File: src/rtl/lcd_hd44780_writer.sv
// HD44780 8-bit write-only driver: power-up init, then periodic "HDU.d°C" frames.
// Optional leading-zero blanking of H/T when LCD_LZB_EN is defined.
module lcd_hd44780_writer #(
  parameter int POWERUP_CYC  = 750000,
  parameter int E_PULSE_CYC  = 25,
  parameter int CMD_WAIT_CYC = 2500,
  parameter int CLR_WAIT_CYC = 100000,
  parameter int REFRESH_CYC  = 5000000
) (
  input  logic       clk,
  input  logic       rst_n,
  input  logic       centena,
  input  logic [3:0] dezena,
  input  logic [3:0] unidade,
  input  logic [3:0] decimos,
  output logic       lcd_rs,
  output logic       lcd_rw,
  output logic       lcd_e,
  output logic [7:0] lcd_data,
  output logic       init_done,
  output logic       frame_done
);

  function automatic int imax(int a, int b);
    return (a > b) ? a : b;
  endfunction

  localparam int MAXC = imax(imax(POWERUP_CYC, REFRESH_CYC),
                             imax(imax(E_PULSE_CYC, CMD_WAIT_CYC),
                                  CLR_WAIT_CYC));
  localparam int CW = $clog2(MAXC + 1);

  localparam logic [CW-1:0] PWR_END  = CW'(POWERUP_CYC);
  localparam logic [CW-1:0] E_LAST   = CW'(E_PULSE_CYC - 1);
  localparam logic [CW-1:0] CMD_LAST = CW'(CMD_WAIT_CYC - 1);
  localparam logic [CW-1:0] CLR_LAST = CW'(CLR_WAIT_CYC - 1);
  localparam logic [CW-1:0] REF_LAST = CW'(REFRESH_CYC - 1);

  typedef enum logic [2:0] {
    PWR_WAIT,
    INIT,
    SNAP,
    WRITE,
    REFRESH_WAIT
  } state_t;

  typedef enum logic [1:0] {
    PH_SETUP,
    PH_PULSE,
    PH_WAIT
  } phase_t;

  state_t        state;
  phase_t        phase;
  logic [CW-1:0] cnt;
  logic [2:0]    idx;
  logic [2:0]    nxt;
  logic          snap_c;
  logic [3:0]    snap_t;
  logic [3:0]    snap_u;
  logic [3:0]    snap_d;
  logic [CW-1:0] wait_last;
  logic          last_byte;

  function automatic logic [7:0] enc(logic [3:0] v);
    return (v > 4'd9) ? 8'h3F : (8'h30 + {4'h0, v});
  endfunction

  function automatic logic [7:0] init_byte(logic [1:0] i);
    logic [7:0] b;
    unique case (i)
      2'd0: b = 8'h38;
      2'd1: b = 8'h0C;
      2'd2: b = 8'h06;
      default: b = 8'h01;
    endcase
    return b;
  endfunction

  function automatic logic [7:0] hundreds(logic c);
`ifdef LCD_LZB_EN
    return c ? 8'h31 : 8'h20;
`else
    return c ? 8'h31 : 8'h30;
`endif
  endfunction

  function automatic logic [7:0] tens(logic c, logic [3:0] t);
`ifdef LCD_LZB_EN
    return (!c && t == 4'd0) ? 8'h20 : enc(t);
`else
    return enc(t);
`endif
  endfunction

  function automatic logic [7:0] write_byte(
    logic [2:0] i, logic c, logic [3:0] t,
    logic [3:0] u, logic [3:0] d
  );
    logic [7:0] b;
    unique case (i)
      3'd0: b = 8'h80;
      3'd1: b = hundreds(c);
      3'd2: b = tens(c, t);
      3'd3: b = enc(u);
      3'd4: b = 8'h2E;
      3'd5: b = enc(d);
      3'd6: b = 8'hDF;
      default: b = 8'h43;
    endcase
    return b;
  endfunction

  assign lcd_rw = 1'b0;
  assign nxt = idx + 3'd1;

  // Only the clear command needs the long settle time
  assign wait_last = (state == INIT && idx == 3'd3) ? CLR_LAST : CMD_LAST;
  assign last_byte = (state == INIT) ? (idx == 3'd3) : (idx == 3'd7);

  always_ff @(posedge clk) begin
    if (!rst_n) begin
      state      <= PWR_WAIT;
      phase      <= PH_SETUP;
      cnt        <= '0;
      idx        <= '0;
      snap_c     <= 1'b0;
      snap_t     <= '0;
      snap_u     <= '0;
      snap_d     <= '0;
      lcd_rs     <= 1'b0;
      lcd_e      <= 1'b0;
      lcd_data   <= 8'h00;
      init_done  <= 1'b0;
      frame_done <= 1'b0;
    end else begin
      frame_done <= 1'b0;
      unique case (state)
        PWR_WAIT: begin
          if (cnt == PWR_END) begin
            state    <= INIT;
            phase    <= PH_SETUP;
            idx      <= '0;
            cnt      <= '0;
            lcd_rs   <= 1'b0;
            lcd_data <= init_byte(2'd0);
          end else begin
            cnt <= cnt + CW'(1);
          end
        end
        INIT, WRITE: begin
          unique case (phase)
            PH_SETUP: begin
              phase <= PH_PULSE;
              lcd_e <= 1'b1;
              cnt   <= '0;
            end
            PH_PULSE: begin
              if (cnt == E_LAST) begin
                lcd_e <= 1'b0;
                phase <= PH_WAIT;
                cnt   <= '0;
              end else begin
                cnt <= cnt + CW'(1);
              end
            end
            default: begin
              if (cnt == wait_last) begin
                cnt <= '0;
                if (last_byte) begin
                  if (state == INIT) begin
                    state     <= SNAP;
                    init_done <= 1'b1;
                  end else begin
                    state      <= REFRESH_WAIT;
                    frame_done <= 1'b1;
                  end
                end else begin
                  idx   <= nxt;
                  phase <= PH_SETUP;
                  if (state == INIT) begin
                    lcd_rs   <= 1'b0;
                    lcd_data <= init_byte(nxt[1:0]);
                  end else begin
                    lcd_rs   <= 1'b1;
                    lcd_data <= write_byte(nxt, snap_c, snap_t,
                                           snap_u, snap_d);
                  end
                end
              end else begin
                cnt <= cnt + CW'(1);
              end
            end
          endcase
        end
        SNAP: begin
          snap_c   <= centena;
          snap_t   <= dezena;
          snap_u   <= unidade;
          snap_d   <= decimos;
          state    <= WRITE;
          phase    <= PH_SETUP;
          idx      <= '0;
          cnt      <= '0;
          lcd_rs   <= 1'b0;
          lcd_data <= 8'h80;
        end
        default: begin
          if (cnt == REF_LAST) begin
            state <= SNAP;
            cnt   <= '0;
          end else begin
            cnt <= cnt + CW'(1);
          end
        end
      endcase
    end
  end

endmodule

File: config.mk
export PLATFORM = sky130hd
export DESIGN_NAME = lcd_hd44780_writer
export DESIGN_NICKNAME = d
export VERILOG_FILES = /design/src/rtl/lcd_hd44780_writer.sv
export SDC_FILE = /design/constraint.sdc
export NUM_CORES = 1
export LEC_CHECK = 0
export CORE_MARGIN = 4
export CORE_UTILIZATION = 30
export DETAILED_ROUTE_END_ITERATION = 12
export SLEW_MARGIN = 20
export SYNTH_ARGS = -nofsm -noshare
export SYNTH_HDL_FRONTEND = slang
export SYNTH_SLANG_ARGS = --single-unit
File: constraint.sdc
create_clock -name clk -period 3.4 [get_ports clk]
set_input_delay 0.85 -clock clk [delete_from_list [all_inputs] [get_ports clk]]
set_output_delay 0.85 -clock clk [all_outputs]
set_load 0.01 [all_outputs]
==> results.yml <==
detailed_routing:
  antenna_left: 0
  vias_per_cell: 5.15
  drc: 0
  drt-initial-drc-count: 150
  vias: 2758
  wl_per_cell_um: 14.0
  routed_wl_mm: 7.51
  first_pass_iters: 4
grt:
  grt_util_all_layers_pct: 12.0
  grt_pass1_vias: 2645
  gr-total-overflow: 0
  grt_max_degree: 25
  grt_pass1_wl_mm: 12.8
  antenna_found_initial: 0
setup_path:
  critPathCapture: "cnt[5]"
  r2r-start: "idx[0]"
  reg2reg_to: "cnt[5]"
  rrSetupSlack_ns: 0.57
  endpoint_kind: "flip-flop"
  critPathMaxFanout: 24
  arrival_ns: 3.02
  crit_path_start_kind: "flip-flop"
  r2r_cells: 8
  required_ns: 3.59
  crit_start: "idx[0]"
  setup.worst_path.class: "flip-flop to flip-flop"
floorplan:
  rows: 37
  dieHeight_um: 112
  ios: 28
  die_w_um: 112
  dieArea_um2: 12400
  fp.coreArea_um2: 10400
  initial_core_util_pct: 31.0
logic_synthesis:
  synth_edf_count: 0
  ys_ff_latch: 56
  syn_inst: 386
  synth_fp_nets: 411
  synthFlopType: "dfxtp_1"
  synth_warnings: 0
  synth.avg_cell_area_um2: 8.33
  yosysSeqAreaShare_pct: 34.9
  syn_area_um2: 3210
  synthArstFlopShare_pct: 0
  synth.distinct_cells: 58
run:
  cap_violations: 0
sta:
  rsz0062_at_grt: "false"
  finalMaxSlewViolations: 0
  finalHoldWorstSlack_ns: 0.458
  slew_headroom_pct: 32.5
  fin_setup_tns_ns: 0
  clock_skew_ns: 0.00925
  worst_slack_ns: 0.573
  finalCritPeriodShare_pct: 83.1
  setup_viol: 0
  hold_viol: 0
  tightest_slew_ns: 1.01
  fmax_ghz: 0.354
  layout_min_cycle_time_ns: 2.83
place:
  gp_congestion: 0.833
  port_buffers: 26
  dp_hpwl_mm: 5.55
  place_ws_ns: 0.589
cts:
  clkSlewWorstSetupHoldPaths_ns: 0.10
  post-cts-setup-buffer-count: 0
  htreeDepth: 2
  cts-buffers-inserted: 5
  ctsResizeCount: 0
  cts.hold.buffers_added: 0
  cts-root-buf: "clkbuf_8"
  cts.sink_count: 56
  clock_path_buffers: 2
  cts_tree: "done"
  clk_latency_ns: 0.31
power:
  switching_power_uw: 241
  seqPwrFrac_pct: 58.0
  total_power_uw: 1140
  power.leakage_uw: 0.00124
  ir_drop_v: 0.000171
  pwr-share-comb_pct: 4.0
  clkPwrFrac_pct: 38.0
  powerDensity_nw_per_um2: 312
  switching_share_pct: 21.1
  intPower_uw: 901
final_layout:
  nets: 424
  final_util_pct: 35.3
  diodes: 0
  layout_common_cells: "59 x nand2_1, 56 x dfxtp_1, 27 x a21oi_1"
  mostFrequentLayoutCell: "nand2_1"
  final_layout_size_suffix_gt1_share_pct: 8.00
  area_growth_pct: 14.0
  fillers: 1063
run_status:
  status: "completed"
hold_path:
  hp-class: "flip-flop to flip-flop"
==> cells by family (layout without fill, tap and decap cells) <==
family / count (synthesis) / count (layout) / synth area share [%]
adders and majority gates: 10 / 10 / 3.89
and+or+nand+nor: 169 / 169 / 29.6
xor gates and xnor gates: 21 / 21 / 5.72
AOI/OAI and AO/OA: 79 / 79 / 16.5
muxes: 12 / 12 / 3.78
buffers and inverters: 38 / 52 / 5.57
other: 1 / 1 / 0.117
DFF: 56 / 56 / 34.9
==> layout make-up <==
| type | instances | area (um2) | area share, % |
|---|---|---|---|
| Inverter | 12 | 45.0 | 1.23 |
| Sequential cell | 56 | 1120 | 30.6 |
| Clock inverter | 2 | 35.0 | 0.956 |
| Clock buffer | 6 | 72.6 | 1.98 |
| Multi-Input combinational cell | 292 | 1910 | 52.3 |
| Timing Repair Buffer | 32 | 305 | 8.33 |
| Tap cell | 136 | 170 | 4.64 |
==> critical path: stages, from the launching register on <==
cell	delay [ns]
dfxtp_1	0.45
ha_1	0.22
ha_1	0.19
or4bb_1	0.58
nor4_2	0.36
o21bai_1	0.17
a221oi_4	0.29
buf_4	0.33
nor3_1	0.10
==> per-layer routing <==
| layer | part of all wire [%] | global-route usage [%] | vias to the layer above |
|---|---|---|---|
| met5 | 0 | 0 | - |
| met4 | 1.0 | 3.08 | 0 |
| met3 | 4.4 | 1.85 | 5 |
| met2 | 46 | 19.8 | 55 |
| met1 | 49 | 16.5 | 1292 |
| li1 | - | - | 1406 |
==> synthesized netlist by cell type, types with 2 or more instances <==
master | n | share of area, %
xor2_1 | 14 | 3.8
nand2_1 | 59 | 6.9
a21o_1 | 5 | 1.2
and3_1 | 5 | 0.97
buf_6 | 4 | 1.4
o21bai_1 | 2 | 0.47
dfxtp_1 | 56 | 35
or3_1 | 7 | 1.4
o221ai_1 | 2 | 0.55
nand4_1 | 9 | 1.8
o21a_1 | 5 | 1.2
o211ai_1 | 3 | 0.70
o21ai_0 | 16 | 2.5
inv_1 | 12 | 1.4
nand2b_1 | 5 | 0.97
or4bb_1 | 2 | 0.70
a221oi_1 | 2 | 0.55
nor4b_1 | 3 | 0.82
xnor2_1 | 7 | 1.9
o31ai_1 | 3 | 0.70
ha_1 | 10 | 3.9
or4_1 | 3 | 0.70
nor2_1 | 15 | 1.8
nand4b_1 | 3 | 0.82
clkbuf_1 | 19 | 2.2
nor3b_1 | 3 | 0.70
o21ba_2 | 2 | 0.62
nand3_1 | 8 | 1.2
nor3_2 | 10 | 3.1
nor4_1 | 6 | 1.2
a211oi_1 | 2 | 0.47
mux2i_1 | 11 | 3.4
and4_1 | 4 | 1.1
nor3_1 | 17 | 2.6
buf_2 | 2 | 0.31
or4b_1 | 2 | 0.62
a21oi_1 | 27 | 4.2
==> through the flow <==
stage | cells | area (um2)
6_report | 536 | 3660
5_1_grt | 536 | 3660
4_1_cts | 536 | 3660
3_5_place_dp | 528 | 3560
3_3_place_gp | 528 | 3560
2_1_floorplan | 386 | 3210
==> power by group through the flow <==
stage | Sequential, uW | Combinational, uW | Clock, uW
finish | 663 | 45.8 | 433
global route | 664 | 50.3 | 468
CTS | 663 | 45.9 | 449
detailed placement | 678 | 45.8 | 0
global placement | 678 | 44.6 | 0
floorplan | 676 | 22.7 | 0
==> registers in the layout, indices dropped and copies added, names as in the netlist, 2 cells and up <==
| name | count |
|---|---|
| cnt | 23 |
| lcd_data | 8 |
| snap_d | 4 |
| snap_t | 4 |
| snap_u | 4 |
| idx | 3 |
| state | 3 |
| phase | 2 |
==> worst min-delay path by stage <==
stage / cells after the start / from / endpoint / slack [ns]
after detailed placement: 2 / lcd_data[4] / lcd_data[4] / 0.45
after floorplan: 2 / snap_c / snap_c / 0.43
after CTS: 2 / snap_c / snap_c / 0.46
after global placement: 2 / lcd_data[2] / lcd_data[2] / 0.44
final: 2 / snap_c / snap_c / 0.46
after global routing: 2 / lcd_data[4] / lcd_data[4] / 0.48
No activity file was read; power rests on OpenSTA's default activity.
